## src/rtl/bg_redraw_controller.sv

```systemverilog
// Background redraw sequencer: sweeps every pixel of the background ROM in raster
// order and forwards colour-aligned plot strobes to the VGA adapter.
module bg_redraw_controller #(
  parameter int WIDTH  = 240,
  parameter int HEIGHT = 240
) (
  input  logic       clock,
  input  logic       reset,
  input  logic [3:0] game_state,
  input  logic       redraw_req,
  output logic [3:0] bg_state,
  output logic [8:0] bg_x,
  output logic [7:0] bg_y,
  input  logic [2:0] bg_color,
  output logic       plot,
  output logic [8:0] plot_x,
  output logic [7:0] plot_y,
  output logic [2:0] plot_color,
  output logic       busy,
  output logic       done
);

  // state  | meaning
  // IDLE   | waiting for a pending redraw, a game_state change or redraw_req
  // SWEEP  | issuing one pixel address per cycle in raster order
  // FLUSH  | last ROM read in flight; last plot goes out this cycle
  // DONE   | one-cycle completion pulse; restarts at once if a redraw is pending
  typedef enum logic [1:0] {S_IDLE, S_SWEEP, S_FLUSH, S_DONE} state_t;

  localparam logic [8:0] X_LAST = 9'(WIDTH - 1);
  localparam logic [7:0] Y_LAST = 8'(HEIGHT - 1);

  state_t     state_q, state_d;
  logic [3:0] bg_state_q, bg_state_d;
  logic [8:0] bg_x_q, bg_x_d;
  logic [7:0] bg_y_q, bg_y_d;
  logic       pend_q, pend_d;
  logic       plot_q, plot_d;
  logic [8:0] plot_x_q, plot_x_d;
  logic [7:0] plot_y_q, plot_y_d;
  logic       change;
  logic       start;

  always_comb begin
    state_d    = state_q;
    bg_state_d = bg_state_q;
    bg_x_d     = bg_x_q;
    bg_y_d     = bg_y_q;
    pend_d     = pend_q;
    start      = 1'b0;
    change     = (game_state != bg_state_q) || redraw_req;

    case (state_q)
      S_IDLE: begin
        if (pend_q || change) start = 1'b1;
      end
      S_SWEEP: begin
        if (change) pend_d = 1'b1;
        if (bg_x_q == X_LAST) begin
          if (bg_y_q == Y_LAST) begin
            state_d = S_FLUSH;
          end else begin
            bg_x_d = 9'd0;
            bg_y_d = bg_y_q + 8'd1;
          end
        end else begin
          bg_x_d = bg_x_q + 9'd1;
        end
      end
      S_FLUSH: begin
        if (change) pend_d = 1'b1;
        state_d = S_DONE;
      end
      S_DONE: begin
        if (pend_q) begin
          start = 1'b1;
        end else begin
          // a change seen here is caught again by IDLE, but record it anyway
          if (change) pend_d = 1'b1;
          state_d = S_IDLE;
        end
      end
      default: state_d = S_IDLE;
    endcase

    // pend is cleared only when a sweep actually starts
    if (start) begin
      state_d    = S_SWEEP;
      bg_state_d = game_state;
      bg_x_d     = 9'd0;
      bg_y_d     = 8'd0;
      pend_d     = 1'b0;
    end

    plot_d   = (state_q == S_SWEEP);
    plot_x_d = bg_x_q;
    plot_y_d = bg_y_q;
  end

  always_ff @(posedge clock) begin
    if (reset) begin
      state_q    <= S_IDLE;
      bg_state_q <= 4'd0;
      bg_x_q     <= 9'd0;
      bg_y_q     <= 8'd0;
      pend_q     <= 1'b1;
      plot_q     <= 1'b0;
      plot_x_q   <= 9'd0;
      plot_y_q   <= 8'd0;
    end else begin
      state_q    <= state_d;
      bg_state_q <= bg_state_d;
      bg_x_q     <= bg_x_d;
      bg_y_q     <= bg_y_d;
      pend_q     <= pend_d;
      plot_q     <= plot_d;
      plot_x_q   <= plot_x_d;
      plot_y_q   <= plot_y_d;
    end
  end

  assign bg_state   = bg_state_q;
  assign bg_x       = bg_x_q;
  assign bg_y       = bg_y_q;
  assign plot       = plot_q;
  assign plot_x     = plot_x_q;
  assign plot_y     = plot_y_q;
  assign plot_color = bg_color;
  assign busy       = (state_q == S_SWEEP) || (state_q == S_FLUSH);
  assign done       = (state_q == S_DONE);

endmodule

```

## config.mk

```make
export PLATFORM = sky130hd
export DESIGN_NAME = bg_redraw_controller
export DESIGN_NICKNAME = d
export VERILOG_FILES = /design/src/rtl/bg_redraw_controller.sv
export SDC_FILE = /design/constraint.sdc
export NUM_CORES = 1
export LEC_CHECK = 0
export ABC_AREA = 0
export CAP_MARGIN = 20
export CORE_ASPECT_RATIO = 0.7
export CORE_MARGIN = 4
export CORE_UTILIZATION = 42
export DETAILED_ROUTE_END_ITERATION = 16
export GPL_TIMING_DRIVEN = 0
export PLACE_DENSITY = 0.76
export SLEW_MARGIN = 30
export SYNTH_ARGS = -nofsm -noshare
export SYNTH_HDL_FRONTEND = slang
export SYNTH_SLANG_ARGS = --single-unit
```

## constraint.sdc

```tcl
create_clock -name clock -period 1.65 [get_ports clock]
set_input_delay 0.33 -clock clock [delete_from_list [all_inputs] [get_ports clock]]
set_output_delay 0.33 -clock clock [all_outputs]
set_load 0.01 [all_outputs]
```

## Word-level counts from Yosys, hierarchy flattened

Index checks and enable logic that the tools add are counted.

- Input port bits: 10
- Word-level logic and storage cells: 55
- Output and inout port bits: 44
- Flip-flop bits (word level): 42

- Equality and inequality tests: 14
- $add $sub $neg: 2
- Multiplexer cells: 15
- Bitwise gates (word level): 1
- Reduce and logical (&&, ||, !) cells: 14

Operator list:

| kind | number |
|---|---|
| 2-to-1 mux 9 bit | 2 |
| adder 9 x 1 -> 9 bit, second input constant | 1 |
| == test 9 x 8 -> 1 bit, second input constant | 1 |
| inequality test 3 x 1 -> 1 bit, second input constant | 3 |
| adder 8 x 1 -> 8 bit, second input constant | 1 |
| == test 8 bit, second input constant | 1 |
| AND reduction 4 bit | 2 |
| 2-to-1 mux 1 bit | 7 |
| 2-to-1 mux 2 bit | 3 |
| one-hot mux 2 bit (3 select lines) | 1 |
| nonzero test 3 bit | 2 |
| == test 2 bit, second input constant | 2 |
| inequality test 2 x 1 -> 1 bit, second input constant | 2 |
| inequality test 2 bit, second input constant | 2 |
| inequality test 4 bit | 1 |
| one-hot mux 1 bit (2 select lines) | 2 |
| AND reduction 2 bit | 2 |
| nonzero test 4 bit | 1 |
| OR reduction 2 bit | 2 |
| logical OR 1 bit | 3 |
| inequality test 3 x 2 -> 1 bit, second input constant | 1 |
| AND reduction 3 bit | 1 |
| == test 2 x 1 -> 1 bit, second input constant | 1 |
| logical NOT 2 bit | 1 |
| NOT 1 bit | 1 |

## Depth between registers and ports, before layout

- Depth after elaboration: 7
- Mapped depth: 8
- Mapped depth without buffers: 7

## Worst setup path after synthesis

No wires, ideal clock.

- Path kind: reg2reg
- Start: register bg_x_q[1] (netlist: bg_x[1])
- End: register bg_y_q[5] (netlist: bg_y[5])
- Data arrival time: 1.770 ns
- Stages on the path, launching flop included: 7
- Setup time: 0.070 ns
- Setup slack: -0.190 ns
- Path buffers: 0
- Data required time: 1.580 ns
- Clock period less this slack: 1.840 ns
- Path through: dfxtp_1 -> ha_1 -> nand4_2 -> nor2_4 -> nand3_4 -> or4_1 -> a21oi_1

- Cells in the longest elaborated chain, start to end: 2

RTL lines:

| what | RTL line | RTL |
|---|---|---|
| start: declaration | 35 | `logic [8:0] bg_x_q, bg_x_d;` |
| start signal: assignment | 113 | `bg_x_q <= bg_x_d;` |
| == test 9 x 8 -> 1 bit | 59 | `if (bg_x_q == X_LAST) begin` |
| AND reduction 3 bit (no line) | -- |  |
| end signal: assignment | 114 | `bg_y_q <= bg_y_d;` |
| end: declaration | 36 | `logic [7:0] bg_y_q, bg_y_d;` |

No other way between the ends.
A chain may end at the register's enable or synchronous reset.

## Worst setup path in the final report

- Start: register bg_x_q[0] (netlist: bg_x[0])
- End: register state_q[1]

- Cells in the longest elaborated chain, start to end: 3

RTL lines:

| what | RTL line | RTL |
|---|---|---|
| == test 9 x 8 -> 1 bit | 59 |  |
| inequality test 2 x 1 -> 1 bit (no line) | -- |  |
| AND reduction 4 bit (no line) | -- |  |
| end signal: assignment | 111 | `state_q <= state_d;` |
| end: declaration | 33 | `state_t state_q, state_d;` |

No other way between the ends.

==> out/results.txt <==
Hold/Removal Path Class = input pin to register
CP Data Arrival Time = 2.00 ns
crit path launch type = register
Die W = 85.9 microns
flop-to-flop setup slack = -0.11 ns
DR vias/cell = 4.99
die area = 5370 sq um
initial core utilization = 0.446
post-synth top area share = 0.472
failing checks = setup timing
share of cells above drive strength 1 = 0.289
CTS tree = yes
Critical Path Max Stage Delay = 0.54 ns
placed cells = 286
Max Cap Violations = 0
Achievable Freq = 567 MHz
Tot GR Track Use = 0.159
Clock Skews = 0.00677 ns
synthesized instance count = 184
first-pass GRT wire length = 6.88 mm
fin crit period = 1.76 ns
Worst-Skew Late Latency = 0.30 ns
worst hold start = game_state[1]
post-synthesis register bit count = 42
dpl cell area = 2370 sq um
largest net degree at the start of global routing = 15
Primary FF master, synth = dfxtp_1
async set-reset flop share out of synthesis = 0
FF-to-FF Start = bg_x[0]
routability cong. = 0.820
PD cells = 1160 nW/um^2
leak pwr = 1.07 nW
core box area = 3990 sq um
Clock Sinks = 42
TritonCTS buffer count = 5
sequence of cells on the critical path = ha_4 > nand4_4 > o41a_1 > or3_4 > a21oi_2
worst hold path cell count = 3
final core utilization = 0.686
num rows = 19
Slew Viols, Final = 0
total grt overflow = 0
Max-slew headroom = 0.675
nets@finish = 270
number of enable flip-flop cells after synthesis = 0
I/O Buffers = 50
Syn Area/Cell = 9.69 sq um
post-route insts no fill = 305
post-route ant nets = 0
critical-path maximum fanout = 5
initial antenna violation count = 0
H-tree depth = 2
top-count cell post-synth = dfxtp_1
Reg2Reg Depth = 5
crit path from = bg_x[0]
DRC viols = 0
slowest cell on the critical path = o41a_1
Commonest cells post-synth = 42 x dfxtp_1, 19 x nor2_1, 17 x nor2b_1
Reg clk slew, reported paths = 0.09 ns
final worst slack = -0.114 ns
syn_nets = 202
Layout Cell Area excl Fill = 2740 sq um
Hold Violations, Final = 0
reg-to-reg endpoint = state_q[1]
register area share after synthesis = 0.472
TritonRoute pass-1 iters = 4
Worst Max-Slew Pin Slew = 0.487 ns
DPL Wire Length = 2.69 mm
DR vias = 1521
Yosys Warn Count = 0
worst vdd ir = 0.00101 V
Worst Hold Endpoint = bg_state[1]
cell accounting for the most synthesized area = dfxtp_1
kind of critical path = register to register
vias in the first global route = 1529
crit share post-route = 1.07
Vert. Die Dim = 62.5 microns
Area contributors post-synth = dfxtp_1 47%, nor2b_1 6.0%, ha_1 5.6%, xor2_1 5.4%, nor2_1 4.0%
status = finished, violations left
final setup vio count = 4
count of cell types in the netlist = 36
DRT Wirelength = 4.03 mm
Max clock buf depth = 2
Ports = 54
antenna cells = 0
worst path required time = 1.89 ns
fillers = 326
Post-Syn Area = 1780 sq um
Iteration-0 DRC Markers = 68
root buffer cell = clkbuf_8
Area growth, synth to finish = 53.7%
Crit. End Element = register
Wirelength per Cell = 13.2 microns
unrepaired setup endpoints after global routing = yes
==> what timing repair did <==
item                       in CTS  in global routing
setup buffers                   8                  4
setup endpoints to repair      31                 32
hold buffers                    0                  0
gates resized for setup        36                 35
pin swaps                      12                 24
==> stage by stage <==
| step | hold WS, ns | worst slack [ns] | setup TNS, ns | power [mW] |
|---|---|---|---|---|
| after global routing | 0.351 | -0.162 | -0.719 | 3.38 |
| after detailed placement | 0.501 | -0.526 | -9.50 | 2.22 |
| after global placement | 0.491 | -0.490 | -8.90 | 2.21 |
| final | 0.357 | -0.114 | -0.337 | 3.18 |
| after floorplan | 0.402 | 0.00137 | 0 | 1.89 |
| after CTS | 0.444 | -0.0510 | -0.195 | 3.07 |
==> power breakdown <==
part           switching, mW  total [mW]  internal (mW)
sequential             0.115        1.23           1.12
clock                  0.374       0.673          0.298
combinational          0.634        1.28          0.642
==> flip-flops by register name, indices dropped and copies added, names as in the netlist <==
name and count:
state_q 2, bg_y 8, plot 1, bg_state 4, pend_q 1, plot_x 9, plot_y 8, bg_x 9
==> cells by family (layout without fill, tap and decap cells) <==
family / after synthesis / count (layout) / synth area share
compound gates: 26 / 26 / 0.0947
xor+xnor: 14 / 14 / 0.0688
fa+ha+maj: 8 / 8 / 0.0561
buf+inv: 13 / 82 / 0.0351
flops: 42 / 42 / 0.472
mux: 5 / 5 / 0.0281
simple gates: 76 / 76 / 0.246
==> area by class of cell <==
type	instances	area, sq um	area share
timing repair buffer	62	598	0.218
sequential	42	883	0.322
clock inverter	3	20.0	0.00731
multi-input combinational	129	1040	0.379
buffer	7	48.8	0.0178
tap	52	65.1	0.0237
inverter	5	18.8	0.00685
clock buffer	5	68.8	0.0251
==> routing by layer <==
layer  vias to the layer above  track usage  wire length, microns
met3                         6       0.0553                   251
met1                       708        0.198                  1840
met4                         0       0.0514                    40
met2                        36        0.254                  1900
li1                        771            -                     -
met5                         -            0                     0
==> critical path, delay by kind of cell, from the launching register on <==
kind / cells / cell delay, ns
adder cells (fa/ha/maj): 1 / 0.14
AO/OA/AOI/OAI: 2 / 0.66
flip-flops: 1 / 0.37
AND/OR/NAND/NOR: 2 / 0.52
==> worst max-delay path by stage <==
stage / slack (ns) / end / cells after the start
2_1_floorplan: 0.001 / bg_y[5] / 6
3_3_place_gp: -0.49 / bg_x[4] / 5
3_5_place_dp: -0.53 / bg_x[5] / 5
4_1_cts: -0.05 / state_q[1] / 5
5_1_grt: -0.16 / bg_x[3] / 7
6_report: -0.11 / state_q[1] / 5
==> layout by cell type (no fill, tap or decap), types with 2 or more instances in the layout <==
cell,Yosys,final
buf_4,3,14
nor2_4,1,2
ha_1,8,3
buf_6,0,3
nor2_1,19,18
nand3_1,5,4
dfxtp_2,0,13
dfxtp_1,42,22
dlygate4sd2_1,0,6
dfxtp_4,0,7
o21ai_0,6,5
nand4_1,8,8
clkbuf_8,0,5
nand2_1,8,8
inv_1,5,4
or3_4,0,2
dlymetal6s2s_1,0,5
o22a_1,2,2
a21oi_1,11,6
or3_1,4,2
clkdlybuf4s50_1,0,38
ha_4,0,3
xnor2_1,3,3
a21oi_2,0,5
nor2b_1,17,17
mux2i_1,5,5
xor2_1,11,10
ha_2,0,2
clkbuf_1,3,2
or2_4,0,2
Note: power is estimated with default switching activity, not from simulation.
